--- src/rtl/hotp_pkg.sv ---
// Shared types and constants for the multi-slot HOTP stream front-end.
// Imported by the key store and the top-level sequencer.
package hotp_pkg;

   localparam int CORE_BITS = 512;
   localparam int CNT_W     = 13;

   typedef enum logic [2:0] {
      IDLE,
      K1,
      MSG,
      K2,
      CAP
   } phase_t;

   function automatic int slot_width(input int n);
      return (n > 1) ? $clog2(n) : 1;
   endfunction

endpackage

--- src/rtl/hotp_key_store.sv ---
// Per-slot HMAC key buffers with bit-serial, left-aligned loading and length tracking.
// One write port (slot, bit, clear) and one read port (slot, index).
module hotp_key_store
   import hotp_pkg::*;
#(
   parameter  int NUM_SLOTS = 2,
   parameter  int KEY_MAX   = 160,
   localparam int SLOT_W    = slot_width(NUM_SLOTS),
   localparam int LEN_W     = $clog2(KEY_MAX + 1),
   localparam int IDX_W     = (KEY_MAX > 1) ? $clog2(KEY_MAX) : 1
) (
   input  logic              clk,
   input  logic              rst_n,
   input  logic              i_wr_en,
   input  logic              i_wr_clr,
   input  logic [SLOT_W-1:0] i_wr_slot,
   input  logic              i_wr_bit,
   input  logic [SLOT_W-1:0] i_rd_slot,
   input  logic [IDX_W-1:0]  i_rd_idx,
   input  logic [SLOT_W-1:0] i_chk_slot,
   output logic              o_rd_bit,
   output logic [LEN_W-1:0]  o_wr_len,
   output logic [LEN_W-1:0]  o_chk_len
);

   localparam logic [LEN_W-1:0] LEN_FULL = LEN_W'(KEY_MAX);
   localparam logic [LEN_W-1:0] LEN_TOP  = LEN_W'(KEY_MAX - 1);

   logic [KEY_MAX-1:0] r_key_buf [NUM_SLOTS];
   logic [LEN_W-1:0]   r_len     [NUM_SLOTS];

   always_ff @(posedge clk) begin
      if (!rst_n) begin
         for (int s = 0; s < NUM_SLOTS; s++) begin
            r_len[s] <= '0;
         end
      end else if (i_wr_en) begin
         for (int s = 0; s < NUM_SLOTS; s++) begin
            if (i_wr_slot == SLOT_W'(s)) begin
               if (i_wr_clr) begin
                  r_len[s] <= LEN_W'(1);
               end else if (r_len[s] != LEN_FULL) begin
                  r_len[s] <= r_len[s] + LEN_W'(1);
               end
            end
         end
      end
   end

   // NOTE: the key buffers carry no reset; each load clears its slot first and a zero-length slot is never run.
   always_ff @(posedge clk) begin
      if (i_wr_en) begin
         for (int s = 0; s < NUM_SLOTS; s++) begin
            if (i_wr_slot == SLOT_W'(s)) begin
               if (i_wr_clr) begin
                  r_key_buf[s]              <= '0;
                  r_key_buf[s][KEY_MAX-1]   <= i_wr_bit;
               end else if (r_len[s] != LEN_FULL) begin
                  r_key_buf[s][IDX_W'(LEN_TOP - r_len[s])] <= i_wr_bit;
               end
            end
         end
      end
   end

   // NOTE: every output gets a default before the loop so no latch is inferred for unmatched slots.
   always_comb begin
      o_rd_bit  = 1'b0;
      o_wr_len  = '0;
      o_chk_len = '0;
      for (int s = 0; s < NUM_SLOTS; s++) begin
         if (i_rd_slot == SLOT_W'(s)) begin
            o_rd_bit = r_key_buf[s][i_rd_idx];
         end
         if (i_wr_slot == SLOT_W'(s)) begin
            o_wr_len = r_len[s];
         end
         if (i_chk_slot == SLOT_W'(s)) begin
            o_chk_len = r_len[s];
         end
      end
   end

endmodule

--- src/rtl/hotp_stream_multi.sv ---
// Multi-slot HOTP stream front-end: loads keys and message serially, sequences the
// bit-serial HMAC-SHA1/truncation core through K1/MSG/K2, then captures BCD digits.
module hotp_stream_multi
   import hotp_pkg::*;
#(
   parameter  int NUM_SLOTS    = 2,
   parameter  int KEY_MAX      = 160,
   parameter  int MSG_BITS     = 64,
   parameter  int DIGITS       = 6,
   parameter  int BLOCK_CYCLES = 2720,
   parameter  int FINAL_CYCLES = 6017,
   localparam int SLOT_W       = slot_width(NUM_SLOTS)
) (
   input  logic              clk,
   input  logic              rst_n,
   input  logic              data,
   input  logic              key_en,
   input  logic              msg_en,
   input  logic [SLOT_W-1:0] slot,
   input  logic              start,
   input  logic              abort,
   input  logic [2:0]        sel,
   input  logic              hotp_out,
   output logic              busy,
   output logic              ready,
   output logic              error,
   output logic [3:0]        bcd,
   output logic              hotp_rst_n,
   output logic              hotp_in
);

   localparam int LEN_W  = $clog2(KEY_MAX + 1);
   localparam int IDX_W  = (KEY_MAX > 1) ? $clog2(KEY_MAX) : 1;
   localparam int MCNT_W = $clog2(MSG_BITS + 1);
   localparam int MIDX_W = $clog2(MSG_BITS);
   localparam int DIG_W  = 4 * DIGITS;

   localparam logic [LEN_W-1:0]  LEN_FULL  = LEN_W'(KEY_MAX);
   localparam logic [MCNT_W-1:0] MCNT_FULL = MCNT_W'(MSG_BITS);
   localparam logic [CNT_W-1:0]  C_KEY     = CNT_W'(KEY_MAX);
   localparam logic [CNT_W-1:0]  C_KEY_TOP = CNT_W'(KEY_MAX - 1);
   localparam logic [CNT_W-1:0]  C_MSG     = CNT_W'(MSG_BITS);
   localparam logic [CNT_W-1:0]  C_MSG_TOP = CNT_W'(MSG_BITS - 1);
   localparam logic [CNT_W-1:0]  C_BLK_END = CNT_W'(BLOCK_CYCLES - 1);
   localparam logic [CNT_W-1:0]  C_FIN_END = CNT_W'(FINAL_CYCLES - 1);
   localparam logic [CNT_W-1:0]  C_CAP     = CNT_W'(DIG_W);

   phase_t              r_state;
   phase_t              w_state_nxt;
   logic [CNT_W-1:0]    r_cnt;
   logic [SLOT_W-1:0]   r_run_slot;
   logic [SLOT_W-1:0]   r_load_slot;
   logic                r_key_en_d;
   logic                r_msg_en_d;
   logic [MSG_BITS-1:0] r_msg;
   logic [MCNT_W-1:0]   r_msg_cnt;
   logic [DIG_W-1:0]    r_digest;
   logic                r_ready;
   logic                r_error;
   logic [3:0]          r_bcd;

   logic                w_idle;
   logic                w_key_wr;
   logic                w_key_clr;
   logic [SLOT_W-1:0]   w_wr_slot;
   logic [LEN_W-1:0]    w_wr_len;
   logic [LEN_W-1:0]    w_chk_len;
   logic                w_key_ovf;
   logic                w_msg_wr;
   logic                w_msg_clr;
   logic                w_msg_ovf;
   logic                w_busy_load;
   logic                w_start_req;
   logic                w_start_ok;
   logic                w_start_bad;
   logic                w_cap_sample;
   logic                w_cap_done;
   logic [IDX_W-1:0]    w_key_idx;
   logic [MIDX_W-1:0]   w_msg_idx;
   logic                w_key_bit;
   logic [3:0]          w_digit;

   hotp_key_store #(
      .NUM_SLOTS (NUM_SLOTS),
      .KEY_MAX   (KEY_MAX)
   ) u_key_store (
      .clk        (clk),
      .rst_n      (rst_n),
      .i_wr_en    (w_key_wr),
      .i_wr_clr   (w_key_clr),
      .i_wr_slot  (w_wr_slot),
      .i_wr_bit   (data),
      .i_rd_slot  (r_run_slot),
      .i_rd_idx   (w_key_idx),
      .i_chk_slot (slot),
      .o_rd_bit   (w_key_bit),
      .o_wr_len   (w_wr_len),
      .o_chk_len  (w_chk_len)
   );

   assign w_idle      = (r_state == IDLE);
   assign w_key_wr    = w_idle & key_en;
   assign w_key_clr   = ~r_key_en_d;
   assign w_wr_slot   = w_key_clr ? slot : r_load_slot;
   assign w_key_ovf   = w_key_wr & ~w_key_clr & (w_wr_len == LEN_FULL);
   assign w_msg_wr    = w_idle & msg_en;
   assign w_msg_clr   = ~r_msg_en_d;
   assign w_msg_ovf   = w_msg_wr & ~w_msg_clr & (r_msg_cnt == MCNT_FULL);
   assign w_busy_load = ~w_idle & (key_en | msg_en);

   // Abort has priority over start; a start alongside a load is not a run request.
   assign w_start_req = w_idle & start & ~abort & ~key_en & ~msg_en;
   assign w_start_ok  = w_start_req & (w_chk_len != '0);
   assign w_start_bad = w_start_req & (w_chk_len == '0);

   assign w_cap_sample = (r_state == CAP) & (r_cnt < C_CAP);
   assign w_cap_done   = (r_state == CAP) & (r_cnt == C_CAP) & ~abort;

   always_comb begin
      w_state_nxt = r_state;
      unique case (r_state)
         IDLE:    if (w_start_ok)          w_state_nxt = K1;
         K1:      if (r_cnt == C_BLK_END)  w_state_nxt = MSG;
         MSG:     if (r_cnt == C_BLK_END)  w_state_nxt = K2;
         K2:      if (r_cnt == C_FIN_END)  w_state_nxt = CAP;
         CAP:     if (r_cnt == C_CAP)      w_state_nxt = IDLE;
         default:                          w_state_nxt = IDLE;
      endcase
      if (abort && !w_idle) begin
         w_state_nxt = IDLE;
      end
   end

   // The message is read in place rather than shifted so an aborted run leaves it intact.
   assign w_key_idx = IDX_W'(C_KEY_TOP - r_cnt);
   assign w_msg_idx = MIDX_W'(C_MSG_TOP - r_cnt);

   always_comb begin
      hotp_in = 1'b0;
      unique case (r_state)
         K1, K2:  hotp_in = (r_cnt < C_KEY) & w_key_bit;
         MSG:     hotp_in = (r_cnt < C_MSG) & r_msg[w_msg_idx];
         default: hotp_in = 1'b0;
      endcase
   end

   always_comb begin
      w_digit = '0;
      for (int i = 0; i < DIGITS; i++) begin
         if (sel == 3'(i)) begin
            w_digit = r_digest[4*i +: 4];
         end
      end
   end

   // NOTE: sequential state uses non-blocking assignments only, so every register sees pre-edge values.
   always_ff @(posedge clk) begin
      if (!rst_n) begin
         r_state <= IDLE;
         r_cnt   <= '0;
      end else begin
         r_state <= w_state_nxt;
         if (w_state_nxt != r_state || w_idle) begin
            r_cnt <= '0;
         end else begin
            r_cnt <= r_cnt + CNT_W'(1);
         end
      end
   end

   always_ff @(posedge clk) begin
      if (!rst_n) begin
         r_run_slot  <= '0;
         r_load_slot <= '0;
         r_key_en_d  <= 1'b0;
         r_msg_en_d  <= 1'b0;
         r_msg       <= '0;
         r_msg_cnt   <= '0;
         r_digest    <= '0;
         r_ready     <= 1'b0;
         r_error     <= 1'b0;
         r_bcd       <= '0;
      end else begin
         r_key_en_d <= key_en;
         r_msg_en_d <= msg_en;

         if (w_key_wr && w_key_clr) begin
            r_load_slot <= slot;
         end

         if (w_msg_wr) begin
            if (w_msg_clr) begin
               r_msg     <= {{(MSG_BITS-1){1'b0}}, data};
               r_msg_cnt <= MCNT_W'(1);
            end else begin
               r_msg <= {r_msg[MSG_BITS-2:0], data};
               if (!w_msg_ovf) begin
                  r_msg_cnt <= r_msg_cnt + MCNT_W'(1);
               end
            end
         end

         if (w_start_ok) begin
            r_run_slot <= slot;
            r_digest   <= '0;
         end else if (w_cap_sample) begin
            r_digest <= {hotp_out, r_digest[DIG_W-1:1]};
         end

         if (w_start_ok || w_key_wr || w_msg_wr) begin
            r_ready <= 1'b0;
         end else if (w_cap_done) begin
            r_ready <= 1'b1;
         end

         if (w_start_ok) begin
            r_error <= 1'b0;
         end else if (w_key_ovf || w_msg_ovf || w_busy_load || w_start_bad) begin
            r_error <= 1'b1;
         end

         r_bcd <= w_digit;
      end
   end

   assign busy       = ~w_idle;
   assign hotp_rst_n = ~w_idle;
   assign ready      = r_ready;
   assign error      = r_error;
   assign bcd        = r_bcd;

endmodule
--- config.mk ---
export PLATFORM = sky130hd
export DESIGN_NAME = hotp_stream_multi
export DESIGN_NICKNAME = d
export VERILOG_FILES = /design/src/rtl/hotp_pkg.sv /design/src/rtl/hotp_key_store.sv /design/src/rtl/hotp_stream_multi.sv
export SDC_FILE = /design/constraint.sdc
export NUM_CORES = 1
export LEC_CHECK = 0
export CORE_MARGIN = 2
export CORE_UTILIZATION = 35
export CTS_CLUSTER_SIZE = 10
export DETAILED_ROUTE_END_ITERATION = 12
export PLACE_DENSITY = 0.48
export SLEW_MARGIN = 20
export SYNTH_ARGS = -nofsm -noshare
export SYNTH_HDL_FRONTEND = slang
export SYNTH_SLANG_ARGS = --single-unit
--- constraint.sdc ---
create_clock -name clk -period 9.3 [get_ports clk]
set_input_delay 1.86 -clock clk [delete_from_list [all_inputs] [get_ports clk]]
set_output_delay 1.86 -clock clk [all_outputs]
set_load 0.01 [all_outputs]
==> impl_metrics.env <==
export IMPL_syn_avg_cell_area_um2=10.3
export IMPL_core_region_area_um2=64500
export IMPL_worstMarginPinSlew_ns=1.11
export IMPL_fin_area_um2=24900
export IMPL_dr_pass1_iters=5
export IMPL_p_per_area_nw_per_um2=179
export IMPL_synth_commonest_cells="378 x nor2_1, 336 x edfxtp_1, 331 x o21ai_0"
export IMPL_synth_edff_count=336
export IMPL_required_ns=7.44
export IMPL_fin_crit_sh=0.711
export IMPL_fin_worst_skew_ns=0.0155
export IMPL_netlist_area_leader_share=0.442
export IMPL_cts_tree="yes"
export IMPL_synthArstFlopShare=0
export IMPL_post_cts_buffers=0
export IMPL_clk_pin_slew_ns=0.06
export IMPL_drive_gt1_frac=0.0960
export IMPL_drt_iter0_drc=1556
export IMPL_yosysSeqAreaShare=0.548
export IMPL_syn_to_final_growth_pct=9.10
export IMPL_root_buffer="clkbuf_16"
export IMPL_grt_max_degree=111
export IMPL_max_freq_mhz=151
export IMPL_cap_violations=0
export IMPL_ys_flop_type="edfxtp_1"
export IMPL_vias=16500
export IMPL_hold_path_class="reg2reg"
export IMPL_synth_cells=2225
export IMPL_route_detailed_wl_per_inst_um=21.1
export IMPL_finalMaxSlewViolations=0
export IMPL_io_pins=21
export IMPL_grt_overflow=0
export IMPL_syn_nets=2256
export IMPL_layout_setup_ws_ns=2.68
export IMPL_hold_depth=2
export IMPL_slowest_stage="dfxtp_4"
export IMPL_wl_mm=62.7
export IMPL_yosysWarnings=0
export IMPL_setup_viol=0
export IMPL_antenna_found_initial=0
export IMPL_yosysMostFrequentCell="nor2_1"
export IMPL_clock_sinks=457
export IMPL_gp_congestion=0.815
export IMPL_n_antenna_cell=0
export IMPL_p_int_w=0.00344
export IMPL_worstSetupPathType="reg2out"
export IMPL_yosys_area_top_type="edfxtp_1"
export IMPL_setup_tns_final_ns=0
export IMPL_synthTopCellsByArea="edfxtp_1 44%, dfxtp_1 11%, mux4_2 7.9%"
export IMPL_cts_path_max_buffers=3
export IMPL_start_util=0.354
export IMPL_placed_area_um2=23300
export IMPL_fin_crit_ns=6.62
export IMPL_synth_seq_cells=457
export IMPL_crit_arrival_ns=4.76
export IMPL_preCtsSetupSlack_ns=3.23
export IMPL_end_kind="output pin"
export IMPL_drtAntennaViolNets=0
export IMPL_die_area_um2=67200
export IMPL_drc=0
export IMPL_r2r_end="r_cnt[2]"
export IMPL_power_switching_w=0.00101
export IMPL_die_h_um=259
export IMPL_fp_dieW_um=259
export IMPL_seq_power_share=0.506
export IMPL_fill_cells=6227
export IMPL_path_cells="buf_12 -> mux4_2 -> a22o_1 -> a221oi_1 -> o22ai_1 -> nor4_1 -> o31a_1 -> o31ai_1 -> clkdlybuf4s50_1"
export IMPL_status="complete, no violations"
export IMPL_combPwrFrac=0.052
export IMPL_clkPwrFrac=0.441
export IMPL_grtUsageTotal=0.185
export IMPL_worstSetupStartpointType="flip-flop"
export IMPL_fin_nets=2115
export IMPL_grt_pass1_wl_mm=95.8
export IMPL_ir_worst_vdd_uv=125
export IMPL_cts_hold_buffers=0
export IMPL_rsz0062_at_grt="no"
export IMPL_avgViaCountPerCell=5.57
export IMPL_worstHoldStart="r_digest[0]"
export IMPL_relSlewSlack=0.258
export IMPL_cts_made_buffers=54
export IMPL_max_stage_delay_ns=0.84
export IMPL_cts_resized=0
export IMPL_h_tree_depth=2
export IMPL_netSwitchingFraction=0.228
export IMPL_dp_hpwl_mm=37.5
export IMPL_final_core_util=0.386
export IMPL_reg2regPathDepth=10
export IMPL_syn_cell_area_um2=22800
export IMPL_clk_latency_ns=0.60
export IMPL_port_buffers=20
export IMPL_rrSetupSlack_ns=5.42
export IMPL_crit_start="r_cnt[0]"
export IMPL_rows=93
export IMPL_ys_types=67
export IMPL_p_leak_nw=7.44
export IMPL_finalHoldViolCount=0
export IMPL_r2r_start="r_cnt[1]"
export IMPL_holdPathEnd="r_digest[0]"
export IMPL_fin_worst_hold_slack_ns=0.463
export IMPL_grt_pass1_vias=15800
export IMPL_critPathMaxFanout=68
-- cell type report --
cell class                 instances  area [um^2]  area share
clock buffer                      84         1580      0.0634
clock inverter                     3         16.3    0.000654
timing repair buffer              36          333      0.0134
multi-input combinational       1506         9260       0.372
sequential                       457        12500       0.503
tap                              855         1070      0.0430
inverter                          29          109     0.00437
-- registers in the layout, indices dropped and copies added, names as in the netlist, 3 cells and up --
| signal | cells |
|---|---|
| bcd | 4 |
| r_cnt | 13 |
| r_digest | 24 |
| r_msg | 64 |
| r_msg_cnt | 7 |
| r_state | 3 |
| u_key_store.r_key_buf | 320 |
| u_key_store.r_len | 16 |
-- power by group through the flow --
stage               combinational (W)  clock [W]  sequential, W
global route                 0.000259    0.00209        0.00226
CTS                          0.000233    0.00202        0.00226
finish                       0.000234    0.00197        0.00226
detailed placement           0.000232          0        0.00230
global placement             0.000226          0        0.00230
floorplan                    0.000176          0        0.00228
-- critical path: cells and delay by family (launching register included) --
kind | cells | cell delay, ns
AOI/OAI and AO/OA | 5 | 1.16
muxes | 1 | 0.57
buffers and inverters | 2 | 1.05
and+or+nand+nor | 1 | 0.49
DFF | 1 | 0.84
-- logic make-up after synthesis --
family	synth area share
muxes	0.109
xor gates and xnor gates	0.0104
buffers and inverters	0.0466
adders and majority gates	0.0104
AOI/OAI and AO/OA	0.120
and+or+nand+nor	0.156
DFF	0.548
-- how the worst max path moves through the flow --
stage / endpoint / slack, ns
after floorplan: hotp_in / 5.01
after global placement: hotp_in / 3.21
after detailed placement: hotp_in / 3.23
after CTS: hotp_in / 2.56
after global routing: hotp_in / 2.31
final: hotp_in / 2.68
-- cells in the final DEF, fill, tap and decap left out, drive strengths merged, types with 11 or more instances in the layout --
| cell type | n |
|---|---|
| nand2 | 204 |
| nand4 | 13 |
| edfxtp | 336 |
| ha | 19 |
| buf | 16 |
| mux4 | 80 |
| a21oi | 115 |
| o21ai | 331 |
| mux2i | 58 |
| nor2 | 388 |
| clkdlybuf4s50 | 20 |
| and2 | 11 |
| dfxtp | 121 |
| inv | 28 |
| clkbuf | 84 |
| xnor2 | 15 |
| xor2 | 12 |
| nand3 | 105 |
| nand2b | 12 |
| nor3 | 12 |
-- layer usage --
layer,GRT usage,wire length [um]
met1,0.261,28200
met2,0.291,28700
met3,0.0368,4260
met4,0.0503,1450
met5,0,0
-- metrics by stage --
step | power (W) | std cells
after floorplan | 0.00246 | 2225
after global placement | 0.00252 | 2883
after detailed placement | 0.00253 | 2883
after CTS | 0.00450 | 2970
after global routing | 0.00461 | 2970
final | 0.00446 | 2970
Power figures use the tool's default switching activity.
